$ cat src/rtl/neuron_pkg.sv
// Shared types for the neuron datapath: sample type, sequencer states and the ReLU helper.
package neuron_pkg;

   localparam int unsigned DATA_W = 8;

   typedef logic signed [DATA_W-1:0] data_t;

   typedef enum logic [2:0] {
      IDLE,
      CLEAR,
      FEED,
      DRAIN,
      CAPTURE,
      OUT
   } seq_state_t;

   // Sign-bit test only; the result never saturates.
   function automatic data_t relu(data_t v);
      return v[DATA_W-1] ? '0 : v;
   endfunction

endpackage

$ cat src/rtl/mac_sequencer_if.sv
// Sample input stream and result output stream of the MAC sequencer (valid/ready both ways).
interface mac_sequencer_if;
   import neuron_pkg::*;

   logic  in_valid;
   data_t in_data;
   logic  in_ready;
   logic  out_valid;
   data_t out_data;
   logic  out_ready;

   modport master (
      output in_valid, in_data, out_ready,
      input  in_ready, out_valid, out_data
   );

   modport slave (
      input  in_valid, in_data, out_ready,
      output in_ready, out_valid, out_data
   );

endinterface

$ cat src/rtl/weight_regfile.sv
// Weight and bias registers: entries 0..N_INPUTS-1 are weights, entry N_INPUTS is the bias.
module weight_regfile
   import neuron_pkg::*;
#(
   parameter int unsigned N_INPUTS = 4,
   parameter int unsigned ADDR_W   = $clog2(N_INPUTS + 1)
) (
   input  logic              clk,
   input  logic              rst_n,
   input  logic              we_i,
   input  logic [ADDR_W-1:0] waddr_i,
   input  data_t             wdata_i,
   input  logic [ADDR_W-1:0] raddr_i,
   output data_t             rdata_o,
   output data_t             bias_o
);

   data_t regs_q [N_INPUTS+1];

   always_ff @(posedge clk or negedge rst_n) begin
      if (!rst_n) begin
         for (int unsigned i = 0; i <= N_INPUTS; i++) begin
            regs_q[i] <= '0;
         end
      end else begin
         for (int unsigned i = 0; i <= N_INPUTS; i++) begin
            if (we_i && (waddr_i == ADDR_W'(i))) begin
               regs_q[i] <= wdata_i;
            end
         end
      end
   end

   assign rdata_o = regs_q[raddr_i];
   assign bias_o  = regs_q[N_INPUTS];

endmodule

$ cat src/rtl/mac_sequencer.sv
// Feeds one input vector into the multiply/accumulate stage, then returns ReLU of its result.
module mac_sequencer
   import neuron_pkg::*;
#(
   parameter int unsigned N_INPUTS = 4,
   parameter int unsigned ADDR_W   = $clog2(N_INPUTS + 1)
) (
   input  logic                  clk,
   input  logic                  rst_n,
   input  logic                  wr_en,
   input  logic [ADDR_W-1:0]     wr_addr,
   input  data_t                 wr_data,
   output logic                  wr_err,
   mac_sequencer_if.slave        stream,
   output logic                  acc_clr,
   output logic                  en,
   output data_t                 x,
   output data_t                 weight,
   output data_t                 bias,
   input  data_t                 accu,
   output logic                  busy
);

   seq_state_t        state_q, state_d;
   logic [ADDR_W-1:0] idx_q, idx_d;
   logic              hs, wr_ok, wr_bad;
   data_t             rd_weight, rd_bias;

   logic  acc_clr_q, en_q, out_valid_q, busy_q, wr_err_q;
   data_t x_q, weight_q, bias_q, out_data_q;

   assign stream.in_ready = (state_q == FEED);
   assign hs              = stream.in_valid && stream.in_ready;
   assign wr_ok           = wr_en && (state_q == IDLE) && (wr_addr <= ADDR_W'(N_INPUTS));
   assign wr_bad          = wr_en && !wr_ok;

   weight_regfile #(
      .N_INPUTS (N_INPUTS),
      .ADDR_W   (ADDR_W)
   ) u_regfile (
      .clk     (clk),
      .rst_n   (rst_n),
      .we_i    (wr_ok),
      .waddr_i (wr_addr),
      .wdata_i (wr_data),
      .raddr_i (idx_q),
      .rdata_o (rd_weight),
      .bias_o  (rd_bias)
   );

   always_comb begin
      state_d = state_q;
      idx_d   = idx_q;
      case (state_q)
         // A simultaneous register write takes priority over starting a vector.
         IDLE:    if (stream.in_valid && !wr_en) state_d = CLEAR;
         CLEAR: begin
            idx_d   = '0;
            state_d = FEED;
         end
         FEED: begin
            if (hs) begin
               if (idx_q == ADDR_W'(N_INPUTS - 1)) begin
                  state_d = DRAIN;
               end else begin
                  idx_d = idx_q + ADDR_W'(1);
               end
            end
         end
         DRAIN:   state_d = CAPTURE;
         CAPTURE: state_d = OUT;
         OUT:     if (stream.out_ready) state_d = IDLE;
         default: state_d = IDLE;
      endcase
   end

   always_ff @(posedge clk or negedge rst_n) begin
      if (!rst_n) begin
         state_q     <= IDLE;
         idx_q       <= '0;
         acc_clr_q   <= 1'b0;
         en_q        <= 1'b0;
         x_q         <= '0;
         weight_q    <= '0;
         bias_q      <= '0;
         out_valid_q <= 1'b0;
         out_data_q  <= '0;
         busy_q      <= 1'b0;
         wr_err_q    <= 1'b0;
      end else begin
         state_q     <= state_d;
         idx_q       <= idx_d;
         acc_clr_q   <= (state_d == CLEAR);
         en_q        <= hs;
         // x/weight/bias hold between handshakes so the stage sees stable operands.
         if (hs) begin
            x_q      <= stream.in_data;
            weight_q <= rd_weight;
            bias_q   <= rd_bias;
         end
         if (state_q == CAPTURE) begin
            out_data_q <= relu(accu);
         end
         out_valid_q <= (state_d == OUT);
         busy_q      <= (state_d != IDLE);
         wr_err_q    <= wr_bad;
      end
   end

   assign acc_clr          = acc_clr_q;
   assign en               = en_q;
   assign x                = x_q;
   assign weight           = weight_q;
   assign bias             = bias_q;
   assign stream.out_valid = out_valid_q;
   assign stream.out_data  = out_data_q;
   assign busy             = busy_q;
   assign wr_err           = wr_err_q;

endmodule

$ cat src/flat_wrapper.sv
// flat-port wrapper written by rule: the top's interface ports become plain ports
module mac_sequencer_flat import neuron_pkg::*;
#(
   parameter int unsigned N_INPUTS = 4,
   parameter int unsigned ADDR_W   = $clog2(N_INPUTS + 1)
)
  (clk, rst_n, wr_en, wr_addr, wr_data, wr_err, acc_clr, en, x, weight, bias, accu, busy, stream_in_valid, stream_in_data, stream_out_ready, stream_in_ready, stream_out_valid, stream_out_data);
  mac_sequencer_if stream_i ();
  input  logic clk;
  input  logic rst_n;
  input  logic wr_en;
  input  logic [ADDR_W-1:0] wr_addr;
  input  data_t wr_data;
  output logic wr_err;
  output logic acc_clr;
  output logic en;
  output data_t x;
  output data_t weight;
  output data_t bias;
  input  data_t accu;
  output logic busy;
  input wire logic [$bits(stream_i.in_valid)-1:0] stream_in_valid;
  input wire logic [$bits(stream_i.in_data)-1:0] stream_in_data;
  input wire logic [$bits(stream_i.out_ready)-1:0] stream_out_ready;
  output wire logic [$bits(stream_i.in_ready)-1:0] stream_in_ready;
  output wire logic [$bits(stream_i.out_valid)-1:0] stream_out_valid;
  output wire logic [$bits(stream_i.out_data)-1:0] stream_out_data;
  assign stream_i.in_valid = stream_in_valid;
  assign stream_i.in_data = stream_in_data;
  assign stream_i.out_ready = stream_out_ready;
  assign stream_in_ready = stream_i.in_ready;
  assign stream_out_valid = stream_i.out_valid;
  assign stream_out_data = stream_i.out_data;
  mac_sequencer #(.N_INPUTS(N_INPUTS), .ADDR_W(ADDR_W)) u_core (.clk(clk), .rst_n(rst_n), .wr_en(wr_en), .wr_addr(wr_addr), .wr_data(wr_data), .wr_err(wr_err), .stream(stream_i), .acc_clr(acc_clr), .en(en), .x(x), .weight(weight), .bias(bias), .accu(accu), .busy(busy));
endmodule
$ cat config.mk
export PLATFORM = sky130hd
export DESIGN_NAME = mac_sequencer_flat
export DESIGN_NICKNAME = d
export VERILOG_FILES = /design/src/rtl/neuron_pkg.sv /design/src/rtl/mac_sequencer_if.sv /design/src/rtl/weight_regfile.sv /design/src/rtl/mac_sequencer.sv /design/src/flat_wrapper.sv
export SDC_FILE = /design/constraint.sdc
export NUM_CORES = 1
export LEC_CHECK = 0
export ABC_CLOCK_PERIOD_IN_PS = 2200
export BUFFER_PORTS_ARGS = -buffer_cell sky130_fd_sc_hd__buf_2
export CAP_MARGIN = 20
export CORE_MARGIN = 2
export CORE_UTILIZATION = 49
export CTS_CLUSTER_SIZE = 12
export DETAILED_ROUTE_END_ITERATION = 12
export GPL_ROUTABILITY_DRIVEN = 0
export PLACE_DENSITY = 0.8
export SETUP_SLACK_MARGIN = 0.15
export SYNTH_ARGS = -nofsm -noshare
export SYNTH_HDL_FRONTEND = slang
export SYNTH_SLANG_ARGS = --single-unit
$ cat constraint.sdc
create_clock -name clk -period 2.2 [get_ports clk]
set_clock_uncertainty 0.1 [all_clocks]
set_input_delay 0.11 -clock clk [delete_from_list [all_inputs] [get_ports clk]]
set_output_delay 0.11 -clock clk [all_outputs]
set_load 0.03 [all_outputs]
; ---- After elaboration in Yosys (flattened, before gate mapping)
; Index checks and enable logic that the tools add are counted.
[totals]
input_bits = 32
reg_bits = 83
out_inout_bits = 38
[op_classes]
muxes = 12
n_bitwise = 1
addsub = 1
n_reduce_logical = 17
n_eq_ne = 14
magnitude_cmp = 2
[ops]
columns = operator, n
row1 = 8-bit binary-select mux with 3-bit select, 1
row2 = 3-bit two-way mux, 6
row3 = 3-bit one-hot mux with 6 select lines, 1
row4 = 8-bit two-way mux, 2
row5 = "3-bit by 2-bit equality test with 1-bit output, second input constant", 5
row6 = "3-bit equality test, second input constant", 4
row7 = 1-bit logical AND, 10
row8 = "3-bit by 1-bit equality test with 1-bit output, second input constant", 3
row9 = 7-bit two-way mux, 1
row10 = 3-bit zero test, 2
row11 = 3-bit one-hot mux with 2 select lines, 1
row12 = "4-bit >= comparator, second input constant", 1
row13 = "2-bit != test, second input constant", 2
row14 = 3-bit inverter with 4-bit output, 1
row15 = "3-bit by 1-bit adder with 3-bit output, second input constant", 1
row16 = "3-bit less-or-equal comparator, second input constant", 1
row17 = 3-bit AND reduction, 1
row18 = 3-bit nonzero test, 1
row19 = 1-bit zero test, 2
row20 = 2-bit nonzero test, 1

; ---- Depth between registers and ports, before layout
; Gate-level depths: netlist of run 1.
[depth]
ltp_word = 5
depth_mapped = 5
ltp_nobuf = 5

; ---- By module
; From an unflattened synthesis of run 1, not the netlist that was laid out.
[hier_totals]
cells_unflattened = 271
area_unflattened_um2 = 3762.4
[modules_own_cells]
columns = module, cells_per_inst, n_inst, area_each_um2
row1 = weight_regfile, 136, 1, 1913.1
row2 = mac_sequencer, 135, 1, 1849.3

; ---- Worst setup path after synthesis of run 1
; Ideal clock, no wire load.
[synth_timing]
path_type = register to register
startpoint = reg u_core.state_q[0]
endpoint = reg u_core.u_regfile.regs_q[10] in the netlist's numbering
stages_incl_launch_ff = 5
slack_ps = 134
n_path_buf = 1
period_less_slack_ps = 2066
t_arrival_ps = 1841
path_cell_list = dfrtp_1 or4b_1 buf_2 nor3_2 mux2_2
[synth_between]
elab_chain_cells = 4
[synth_rtl]
columns = item, line
row1 = start: declaration, mac_sequencer.sv:24  ; seq_state_t state_q, state_d;
row2 = start signal: assignment, mac_sequencer.sv:91  ; state_q <= state_d;
row3 = 3-bit zero test, mac_sequencer.sv:34  ; assign wr_ok = wr_en && (state_q == IDLE) && (wr_addr <= ADDR_W'(N_INPUTS));
row4 = 1-bit logical AND (2 in series), mac_sequencer.sv:34
row5 = 1-bit logical AND, weight_regfile.sv:27  ; if (we_i && (waddr_i == ADDR_W'(i))) begin
row6 = end signal: indexed assignment, weight_regfile.sv:28  ; regs_q[i] <= wdata_i;
row7 = end: declaration, weight_regfile.sv:18  ; data_t regs_q [N_INPUTS+1];
; Every way passes these cells.
; A chain may end at the register's enable or synchronous reset.

; ---- Worst setup path after layout of run 1
[layout_timing]
startpoint = reg u_core.state_q[0]
endpoint = reg u_core.u_regfile.regs_q[16] in the netlist's numbering
; The elaborated chain is that of the path after synthesis.

==> results.txt, run 1 <==
- For the pin with the worst max-slew slack, the measured transition is 592 ps.
- The layout has 493 filler cells.
* Share of synthesized flip-flops with an asynchronous set or reset: 100%
* Post-Synthesis Net Count: 284
- Clock-pin slew was measured on the worst setup and hold paths at 80 ps.
- Via count normalized by instance count: 5.24
- CP startpoint kind: flop
- Number of global-route vias before repair: 2337
- The first TritonRoute pass finished after 4 iterations.
* Total GRT Usage: 19.8%
- Entering global routing, the biggest net connects 48 pins.
- Port Buffer Count: 68
* Proportion of netlist area held by the largest area contributor: 58.7%
- In this run the register-to-register setup slack is 200 ps.
- STA puts the critical path data required time at 2330 ps.
* Area overhead of the layout relative to synthesis: 32.5%
- Total placed cells including tap cells: 416
* Number of diodes added for antenna fixing: 0
- The flow ran to the end, and the final reports show no timing, DRC or antenna violations.
* X dimension of the die: 88.5 um
- Launch point of the worst reg-to-reg path: u_core.state_q[0]
- Yosys instantiated no cell more often than sky130_fd_sc_hd__dfrtp_1.
- In this run the clock root is driven by a sky130_fd_sc_hd__clkbuf_8.
* Final Instance Count excl. Fillers: 465
- Cells after synthesis: 250
- Destination of the worst hold path: u_core.stream.out_data[2]
* Clock period minus worst slack: 2000 ps
* Tcrit/Tclk final: 90.8%
- Summing over every cut layer, the via total after detailed routing is 2437.
* Ratio of total power to cell area: 1410 mW/mm2
* Reg2Reg Depth: 4
- Gr ovfl total: 0
- Clock Tree Buf Depth: 2
- Ratio of cells with drive above 1 in the final layout: 46.6%
* Number of buffers inserted during clock tree synthesis: 9
- Dividing the detail-routed wire length by the instance count gives 15.6 um.
- In the synthesized netlist the dominant register cell turns out to be sky130_fd_sc_hd__dfrtp_1.
- Clock Sinks: 82
- Register bit total from synthesis: 82
- Number of library cell types mapped by synthesis: 32
- In this run the critical register-to-register path is captured at u_core.u_regfile.regs_q[16].
* Area of the core region: 0.00683 mm2
- The number of setup buffers added after CTS is 0.
- The count of endpoints failing hold in the final timing report is 0.
- The largest total area in the synthesized netlist belongs to sky130_fd_sc_hd__dfrtp_1.
* Number of levels the H-tree was split into: 3
* Placed wire-length estimate: 4.73 mm
* Remaining antenna violation count after routing: 0
- Die Ht: 88.5 um
* Die area: 0.00783 mm2
- STA classifies the critical path endpoint as a flop.
- The first global-routing pass estimated 11.7 mm of wire.
- Setup TNS: 0 ps
- By area the synthesized netlist is led by sky130_fd_sc_hd__dfrtp_1, sky130_fd_sc_hd__mux2_2, sky130_fd_sc_hd__mux4_2.
- Latest clock arrival within the worst-skew pair: 340 ps
* Category of the most critical setup path: reg2reg
- Count of maximum capacitance violations: 0
- Fin util: 67.8%
- Maximum VDD drop: 475 uV
- The number of antenna violations at the first check in global routing came to 0.
* Unrepaired setup endpoints after global routing: true
- I/O pin count: 70
- For the worst setup path, the data arrival time is 2130 ps.
* P_leak: 2.14 nW
- Ranking of synthesized cells by instance count: sky130_fd_sc_hd__dfrtp_1, sky130_fd_sc_hd__mux2_2, sky130_fd_sc_hd__a21oi_1, sky130_fd_sc_hd__nor2_1, sky130_fd_sc_hd__nand2_1
- The worst hold path begins at accu[7].
- For this run, the register share of the synthesized area comes to 58.7%.
* Cell area after synthesis: 0.00350 mm2
* Maximum operating frequency: 500 MHz
- Worst hold path class: in2reg
- Setup WS post-layout: 202 ps
- The worst hold path passes through 3 cells.
- TritonCTS built the clock tree.
* Count of warnings emitted by yosys: 0
- For this block, the routed nets add up to 7.27 mm of wire.
- Starting DRT DRC Count: 145
- Floorplan row count: 30
- Total chip power: 6.53 mW
- DRC viols: 0
- Mean instance size in the synthesized netlist: 14.0 um2
- Net count of the finished layout: 398
- Number of setup violations in the final report: 0
- The worst pin sits at a relative slew slack of 60.6%.
- The number of slew-limit violations in the final report came to 0.
- CP max FO: 8
* Effective utilization at floorplan: 51.2%
- Timing analysis after detailed placement gives a worst setup slack of 85.9 ps.
- The synthesized design contains 0 enable-type register cells.
## worst max path at each step
stage,startpoint,depth (start not counted),to,slack (ps)
CTS,u_core.state_q[0],4,u_core.u_regfile.regs_q[16],170
global route,wr_en,6,u_core.u_regfile.regs_q[16],140
floorplan,u_core.state_q[0],4,u_core.u_regfile.regs_q[10],130
detailed placement,u_core.state_q[1],4,u_core.u_regfile.regs_q[17],90
finish,u_core.state_q[0],4,u_core.u_regfile.regs_q[16],200
global placement,u_core.state_q[0],4,u_core.u_regfile.regs_q[23],140
## final cells by class
type	instances	area (um2)	area share [%]
Sequential cell	82	2050	44.3
Multi-Input combinational cell	149	1390	29.9
Timing Repair Buffer	116	802	17.3
Clock buffer	10	138	2.97
Tap cell	96	120	2.59
Clock inverter	6	113	2.43
Inverter	6	22.5	0.486
## sequential cells by signal, indices dropped and copies added, names as in the netlist, 3 cells and up
signal / flops
u_core.weight: 8
u_core.stream.out_data: 7
u_core.u_regfile.regs_q: 32
u_core.u_regfile.bias_o: 8
u_core.idx_q: 3
u_core.x: 8
u_core.bias: 8
u_core.state_q: 3
## per-layer routing
layer  vias to the layer above  track usage (%)  routed length [um]
li1                       1126                -                   -
met1                      1221             26.1                3240
met2                        74             32.1                3600
met3                        16             3.36                 252
met4                         0             9.37                 178
met5                         -                0                   0
## power breakdown
group | total [mW] | leakage [nW] | switching [mW] | internal [mW]
clock network | 1.32 | 0.127 | 0.536 | 0.789
logic | 2.64 | 1.00 | 1.46 | 1.17
registers | 2.57 | 1.01 | 0.364 | 2.21
total | 6.53 | 2.14 | 2.36 | 4.17
## kinds of logic (layout without fill, tap and decap cells)
family                   after synthesis  after routing  share of synthesized area (%)
flip-flops                            82             82                           58.7
multiplexers                          67             67                           24.1
AND/OR/NAND/NOR                       46             46                           8.70
AO/OA/AOI/OAI                         33             33                           5.48
buffers and inverters                 19            138                           2.18
adder cells (fa/ha/maj)                2              2                          0.716
other                                  1              1                          0.107
## cells in the final DEF, fill, tap and decap left out, types with 9 or more instances in the layout
master,instances
sky130_fd_sc_hd__nand2b_1,10
sky130_fd_sc_hd__a21oi_1,14
sky130_fd_sc_hd__buf_2,67
sky130_fd_sc_hd__dlygate4sd3_1,33
sky130_fd_sc_hd__nor2_1,12
sky130_fd_sc_hd__nand2_1,11
sky130_fd_sc_hd__buf_4,14
sky130_fd_sc_hd__dfrtp_1,82
sky130_fd_sc_hd__mux2_2,57
sky130_fd_sc_hd__o21ai_0,9
sky130_fd_sc_hd__clkbuf_8,10
## metrics by stage
stage,cell area [um2],hold WS [ps]
floorplan,3500,-286
detailed placement,4050,51.2
global route,4630,30.3
finish,4630,9.24
CTS,4630,1.90
global placement,4050,42.5
## worst max-delay path, cell delays in order, from the launching register on
cell and delay, ps:
sky130_fd_sc_hd__dfrtp_1 380, sky130_fd_sc_hd__or4b_4 600, sky130_fd_sc_hd__nor4b_4 270, sky130_fd_sc_hd__buf_6 190, sky130_fd_sc_hd__mux2_2 340
## what timing repair did
| item | in CTS | in global routing |
|---|---|---|
| hold endpoints to repair | 105 | 0 |
| hold buffers | 33 | 0 |
| endpoints found under the setup margin | 22 | 8 |
| gates resized for setup | 1 | 1 |
(Power assumes the default switching activity.)
==> run 2, diff against run 1 <==
--- a/config.mk
+++ b/config.mk
@@ -13,7 +13,7 @@
 export CTS_CLUSTER_SIZE = 12
 export DETAILED_ROUTE_END_ITERATION = 12
 export GPL_ROUTABILITY_DRIVEN = 0
-export PLACE_DENSITY = 0.8
+export PLACE_DENSITY = 0.75
 export SETUP_SLACK_MARGIN = 0.15
 export SYNTH_ARGS = -nofsm -noshare
 export SYNTH_HDL_FRONTEND = slang
==> results.txt, run 2 (same netlist as run 1, synthesis figures left out) <==
- The run finished with clean final reports.
- Leaving out filler cells and counting taps, the final layout contains 465.
- Area overhead of the layout relative to synthesis: 31.3%
* Number of diodes added for antenna fixing: 0
- For this run, the detailed router's first-pass iteration total came to 4.
- The worst hold path passes through 3 cells.
- The worst setup path is captured at a flop.
* Clk Tree Root Cell: sky130_fd_sc_hd__clkbuf_8
- After clock tree synthesis, the clock-pin slew on the worst setup and hold paths is 80 ps.
* Total GRT Usage: 19.9%
* TritonCTS clock tree: yes
- Placed wire-length estimate: 4.51 mm
- VDD sags by at most 546 uV.
- In this run the most critical hold path is launched from accu[7].
- Net count of the finished layout: 398
* Critical-path top delay cell: sky130_fd_sc_hd__or4b_4
- Ratio of cells with drive above 1 in the final layout: 46.1%
- Clock Sinks: 82
- P_leak: 2.12 nW
- The worst path meets setup with 208 ps of slack.
- Post-CTS repair timing setup buffer count: 0
- In this run the worst path has a maximum fanout of 8.
- More flip-flops sit in one register than any other, and that register is u_core.u_regfile.regs_q.
- For this design the ratio of total power to cell area is 1360 mW/mm2.
- The worst hold path terminates at u_core.stream.out_data[6].
* Pre-CTS setup slack: 105 ps
- Final wirelength: 7.15 mm
- Number of setup violations in the final report: 0
- Setup total negative slack on the finished layout was measured at 0 ps.
- The worst register-to-register path ends at u_core.u_regfile.regs_q[23].
- X dimension of the die: 88.5 um
- Input and output buffers added on the ports amount to 68.
- The number of global-route vias before repair came to 2406.
- The worst hold path belongs to the class in2reg.
* Number of levels the H-tree was split into: 3
- Remaining antenna violation count after routing: 0
- The top cell types in the final layout, fill and taps aside, are sky130_fd_sc_hd__dfrtp_1, sky130_fd_sc_hd__buf_2, sky130_fd_sc_hd__mux2_2.
* Clock Tree Buf Depth: 2
- Detailed-route wire length per cell: 15.4 um
- The first routing iteration left 101 violations.
* Initial antenna violation count: 0
- The worst setup path is launched from a flop.
- The clock reaches the later pin of the worst-skew pair after 350 ps.
* Category of the most critical setup path: reg2reg
- Slowest cell delay on critical path: 610 ps
- Floorplan row count: 30
- Data arrives at the worst endpoint at 2120 ps.
- The register with the most flip-flops in the layout has 32 of them.
- The floorplan step set the die height to 88.5 um.
- I/O pin count: 70
* Wire length of the first global-routing pass: 11.7 mm
- The number of slew-limit violations in the final report came to 0.
- Via count normalized by instance count: 5.11
- The final route contains 2376 vias.
- Number of inserted filler cells in the final layout: 492
* Total placed cells including tap cells: 414
- Maximum number of pins on one net before global-route repair: 83
* Tcrit/Tclk final: 90.5%
- Cell breakdown of the critical path: or4b_4, nor4b_4, buf_4, mux2_2
* Launch point of the worst reg-to-reg path: u_core.state_q[0]
* Count of maximum capacitance violations: 0
* Area of the core region: 0.00683 mm2
- Fin util: 67.2%
* Final hold violation count: 0
* DRC viols: 0
* Effective utilization at floorplan: 51.2%
* Required arrival time at the worst endpoint: 2330 ps
* Number of buffers inserted during clock tree synthesis: 9
- For flop-to-flop paths, the worst setup slack is 210 ps.
- Leaving out fill and tap cells, the most frequent cell in the layout is sky130_fd_sc_hd__dfrtp_1.
- Reg2Reg Depth: 4
* Maximum operating frequency: 502 MHz
* Unrepaired setup endpoints after global routing: false
* Die area: 0.00783 mm2
* Clock period minus worst slack: 1990 ps
- Final-layout worst hold slack: 16.5 ps
* Gr ovfl total: 0
==> run 2: cell count changes in the layout (fill, tap and decap cells not counted) <==
cell,delta
sky130_fd_sc_hd__clkinv_4,-1
sky130_fd_sc_hd__inv_6,-1
sky130_fd_sc_hd__dlygate4sd3_1,+1
sky130_fd_sc_hd__clkinvlp_4,+1
sky130_fd_sc_hd__buf_4,-2
sky130_fd_sc_hd__clkinv_2,+3
sky130_fd_sc_hd__clkbuf_8,-1
sky130_fd_sc_hd__bufinv_16,-2
sky130_fd_sc_hd__clkbuf_1,+1
sky130_fd_sc_hd__buf_16,+1
==> run 2: how the worst max path moves through the flow <==
stage,startpoint,to,slack [ps],cells after the start
after floorplan,u_core.state_q[0],u_core.u_regfile.regs_q[10],130,4
after global placement,u_core.state_q[0],u_core.u_regfile.regs_q[29],140,4
after detailed placement,u_core.state_q[0],u_core.u_regfile.regs_q[29],100,4
after CTS,u_core.state_q[0],u_core.u_regfile.regs_q[31],200,4
after global routing,u_core.state_q[0],u_core.u_regfile.regs_q[31],170,4
final,u_core.state_q[0],u_core.u_regfile.regs_q[23],210,4
==> run 2: stage by stage <==
stage	total power, mW	area [um2]
4_1_cts	6.23	4560
5_1_grt	6.61	4590
2_1_floorplan	4.37	3500
6_report	6.22	4590
3_3_place_gp	5.02	4030
3_5_place_dp	5.13	4030
==> run 2: report_power, final <==
part           total, mW  switching (mW)  internal [mW]
Clock               1.04           0.524          0.517
Combinational       2.62            1.44           1.18
Sequential          2.57           0.359           2.21
==> run 2: per-layer routing <==
metal,vias up,GRT usage (%),part of all wire (%)
met5,-,0,0
met4,0,8.26,1.5
met3,7,2.89,2.6
met2,49,32.3,49
met1,1187,27.1,46
li1,1133,-,-
==> run 2: cell type report <==
class	count	area [um2]	share of cell area (%)
clock buffers	10	128	2.78
well taps	96	120	2.62
repair buffers	116	825	18.0
multi-input cells	149	1390	30.2
clock inverters	6	57.6	1.25
inverters	6	22.5	0.491
flip-flops and latches	82	2050	44.7
==> run 2: worst max-delay path: cells and delay by family, from the launching register on <==
family / cells / cell delay [ps]
buffers and inverters: 1 / 210
DFF: 1 / 390
muxes: 1 / 350
and+or+nand+nor: 2 / 840
==> run 2: timing repair <==
action,4_1_cts,5_1_grt
endpoints found under the hold margin,142,0
hold buffers,34,0
pin swaps,0,0
gates resized for setup,1,1
endpoints found under the setup margin,29,3
==> run 3, diff against run 2 <==
==> constraint.sdc (replaced) <==
create_clock -name clk -period 2.2 [get_ports clk]
set_clock_uncertainty 0.1 [all_clocks]
set_input_delay 0.33 -clock clk [delete_from_list [all_inputs] [get_ports clk]]
set_output_delay 0.33 -clock clk [all_outputs]
set_load 0.03 [all_outputs]
==> results.txt, run 3 (same netlist as run 1, synthesis figures left out) <==
- Result of the run: completed
- The die is 88.5 um tall.
- Hold is met by 97.8 ps.
* Detailed-route wire length per cell: 15.4 um
* Total number of vias: 2214
* Final Max Slew Viols: 0
* I/O pin count: 70
- Before antenna repair, the detailed router went through 5 iterations.
* Clock transition at path regs: 80 ps
- DRC viols: 0
- Number of setup violations in the final report: 0
- Clock Tree Buf Depth: 2
* Initial antenna violation count: 0
- Launch point of the worst reg-to-reg path: u_core.state_q[1]
- Setup slack on the worst flop-to-flop path: 220 ps
- Across every metal layer, demand over resource in global routing totals 18.4%.
- X dimension of the die: 88.5 um
- Category of the most critical setup path: reg2reg
- In the routed layout, each cell is associated on average with a via count of 5.13.
* Remaining antenna violation count after routing: 0
* CP startpoint kind: flop
- Of the cells placed in the final design, the portion with a size suffix greater than 1 is 51.2%.
* Number of diodes added for antenna fixing: 0
- Area overhead of the layout relative to synthesis: 23.1%
* P_leak: 2.00 nW
- For hold timing, the worst endpoint is u_core.acc_clr.
- Gr ovfl total: 0
* Net Switching: 2.34 mW
- Per report_power, the clock group accounts for 19.0% of the total.
- The smallest clock period supported by the final layout is computed as 1980 ps.
- Of the available clock period, the critical path in the final layout requires 90.1%.
- Largest register by flop count: u_core.u_regfile.regs_q
- Combinational Power Share: 40.7%
* Reg2Reg Depth: 4
- Worst hold path cell count: 2
- Hold path startpoint: wr_en
- Data arrives at the worst endpoint at 2110 ps.
- Placed wire-length estimate: 4.68 mm
- Floorplan row count: 30
- TritonCTS built the clock tree.
- Effective utilization at floorplan: 51.2%
- Max reg flops: 32
- Commonest cells after routing, fill and taps aside: sky130_fd_sc_hd__dfrtp_1, sky130_fd_sc_hd__buf_2, sky130_fd_sc_hd__mux2_2
- Of the total power, registers draw 40.2%.
- Cell internal power was estimated by the tool at 4.01 mW.
- In this run, the number of DRC markers left after iteration 0 of detailed routing was 112.
- The clock drives 82 sinks.
- Count of maximum capacitance violations: 0
- The endpoint identified for the worst register-to-register timing path is u_core.u_regfile.regs_q[23].
* Setup TNS: 0 ps
- Latest clock arrival within the worst-skew pair: 350 ps
- Dividing total power by cell area gives a power density of 1480 mW/mm2.
- Entering global routing, the biggest net connects 50 pins.
* Maximum VDD drop: 579 uV
- Area of the core region: 0.00683 mm2
- Die area: 0.00783 mm2
* Clk Tree Root Cell: sky130_fd_sc_hd__clkbuf_8
- The first global-routing pass estimated 10.6 mm of wire.
* Unrepaired setup endpoints after global routing: false
- The count of endpoints failing hold in the final timing report was 0.
- Required arrival time at the worst endpoint: 2330 ps
* Number of buffers inserted during clock tree synthesis: 9
- Post-CTS repair timing setup buffer count: 0
- The worst setup path is captured at a flop.
* Maximum operating frequency: 504 MHz
- Net Sw Frac: 36.9%
- Number of levels the H-tree was split into: 3
- Worst hold path class: in2reg
* Net count of the finished layout: 365
- Along the worst path, the maximum fanout reaches 8.
- The library cell used most frequently in the layout, excluding fill and tap cells, is sky130_fd_sc_hd__dfrtp_1.
* Port Buffer Count: 68
* Final wirelength: 6.65 mm
- Number of global-route vias before repair: 2157
==> run 3: worst max path at each step <==
| stage | from | to | slack (ps) | depth (start not counted) |
|---|---|---|---|---|
| global placement | wr_en | u_core.u_regfile.regs_q[19] | 110 | 5 |
| finish | u_core.state_q[1] | u_core.u_regfile.regs_q[23] | 220 | 4 |
| global route | u_core.state_q[1] | u_core.u_regfile.regs_q[20] | 150 | 4 |
| floorplan | u_core.state_q[0] | u_core.u_regfile.regs_q[10] | 130 | 4 |
| detailed placement | wr_en | u_core.u_regfile.regs_q[21] | 90 | 5 |
| CTS | u_core.state_q[0] | stream_in_ready | 90 | 4 |
==> run 3: power groups by stage <==
stage | clock network [mW] | registers (mW) | logic, mW
5_1_grt | 1.30 | 2.64 | 2.80
6_report | 1.21 | 2.56 | 2.59
4_1_cts | 1.23 | 2.56 | 2.59
2_1_floorplan | 0 | 3.11 | 1.26
3_3_place_gp | 0 | 2.54 | 2.49
3_5_place_dp | 0 | 2.58 | 2.57
==> run 3: per-layer routing <==
metal	vias up	part of all wire (%)	GRT usage, %
li1	1063	-	-
met5	-	0	0
met2	48	47	28.3
met1	1091	47	24.9
met3	12	3.7	4.01
met4	0	2.2	9.37
==> run 3: final cells by class <==
type                       count  area [um2]
clock buffer                   9         124
multi-input combinational    149        1390
sequential                    82        2050
fill                         546        2530
tap                           96         120
timing repair buffer          83         497
inverter                       6        22.5
clock inverter                 7         100
==> run 3: critical path: stages, from the launching register on <==
cell                      delay [ps]
sky130_fd_sc_hd__dfrtp_1         390
sky130_fd_sc_hd__or4b_4          610
sky130_fd_sc_hd__nor4b_4         240
sky130_fd_sc_hd__buf_6           180
sky130_fd_sc_hd__mux2_2          340
==> run 3: repair_timing <==
item / 4_1_cts / 5_1_grt
resized for setup: 2 / 5
hold endpoints to repair: 33 / 0
endpoints found under the setup margin: 27 / 9
hold buffers: 1 / 0
pin swaps: 0 / 1
==> run 3: through the flow <==
step                instance area [um2]  cells  worst slack [ps]  power, mW  utilization, %
finish                             4300    432               217       6.35            63.0
global route                       4300    432               148       6.73            63.0
CTS                                4290    432              93.1       6.38            62.8
detailed placement                 4050    415              90.7       5.15            59.3
global placement                   4050    415               114       5.03            59.3
floorplan                          3500    250               134       4.37               -
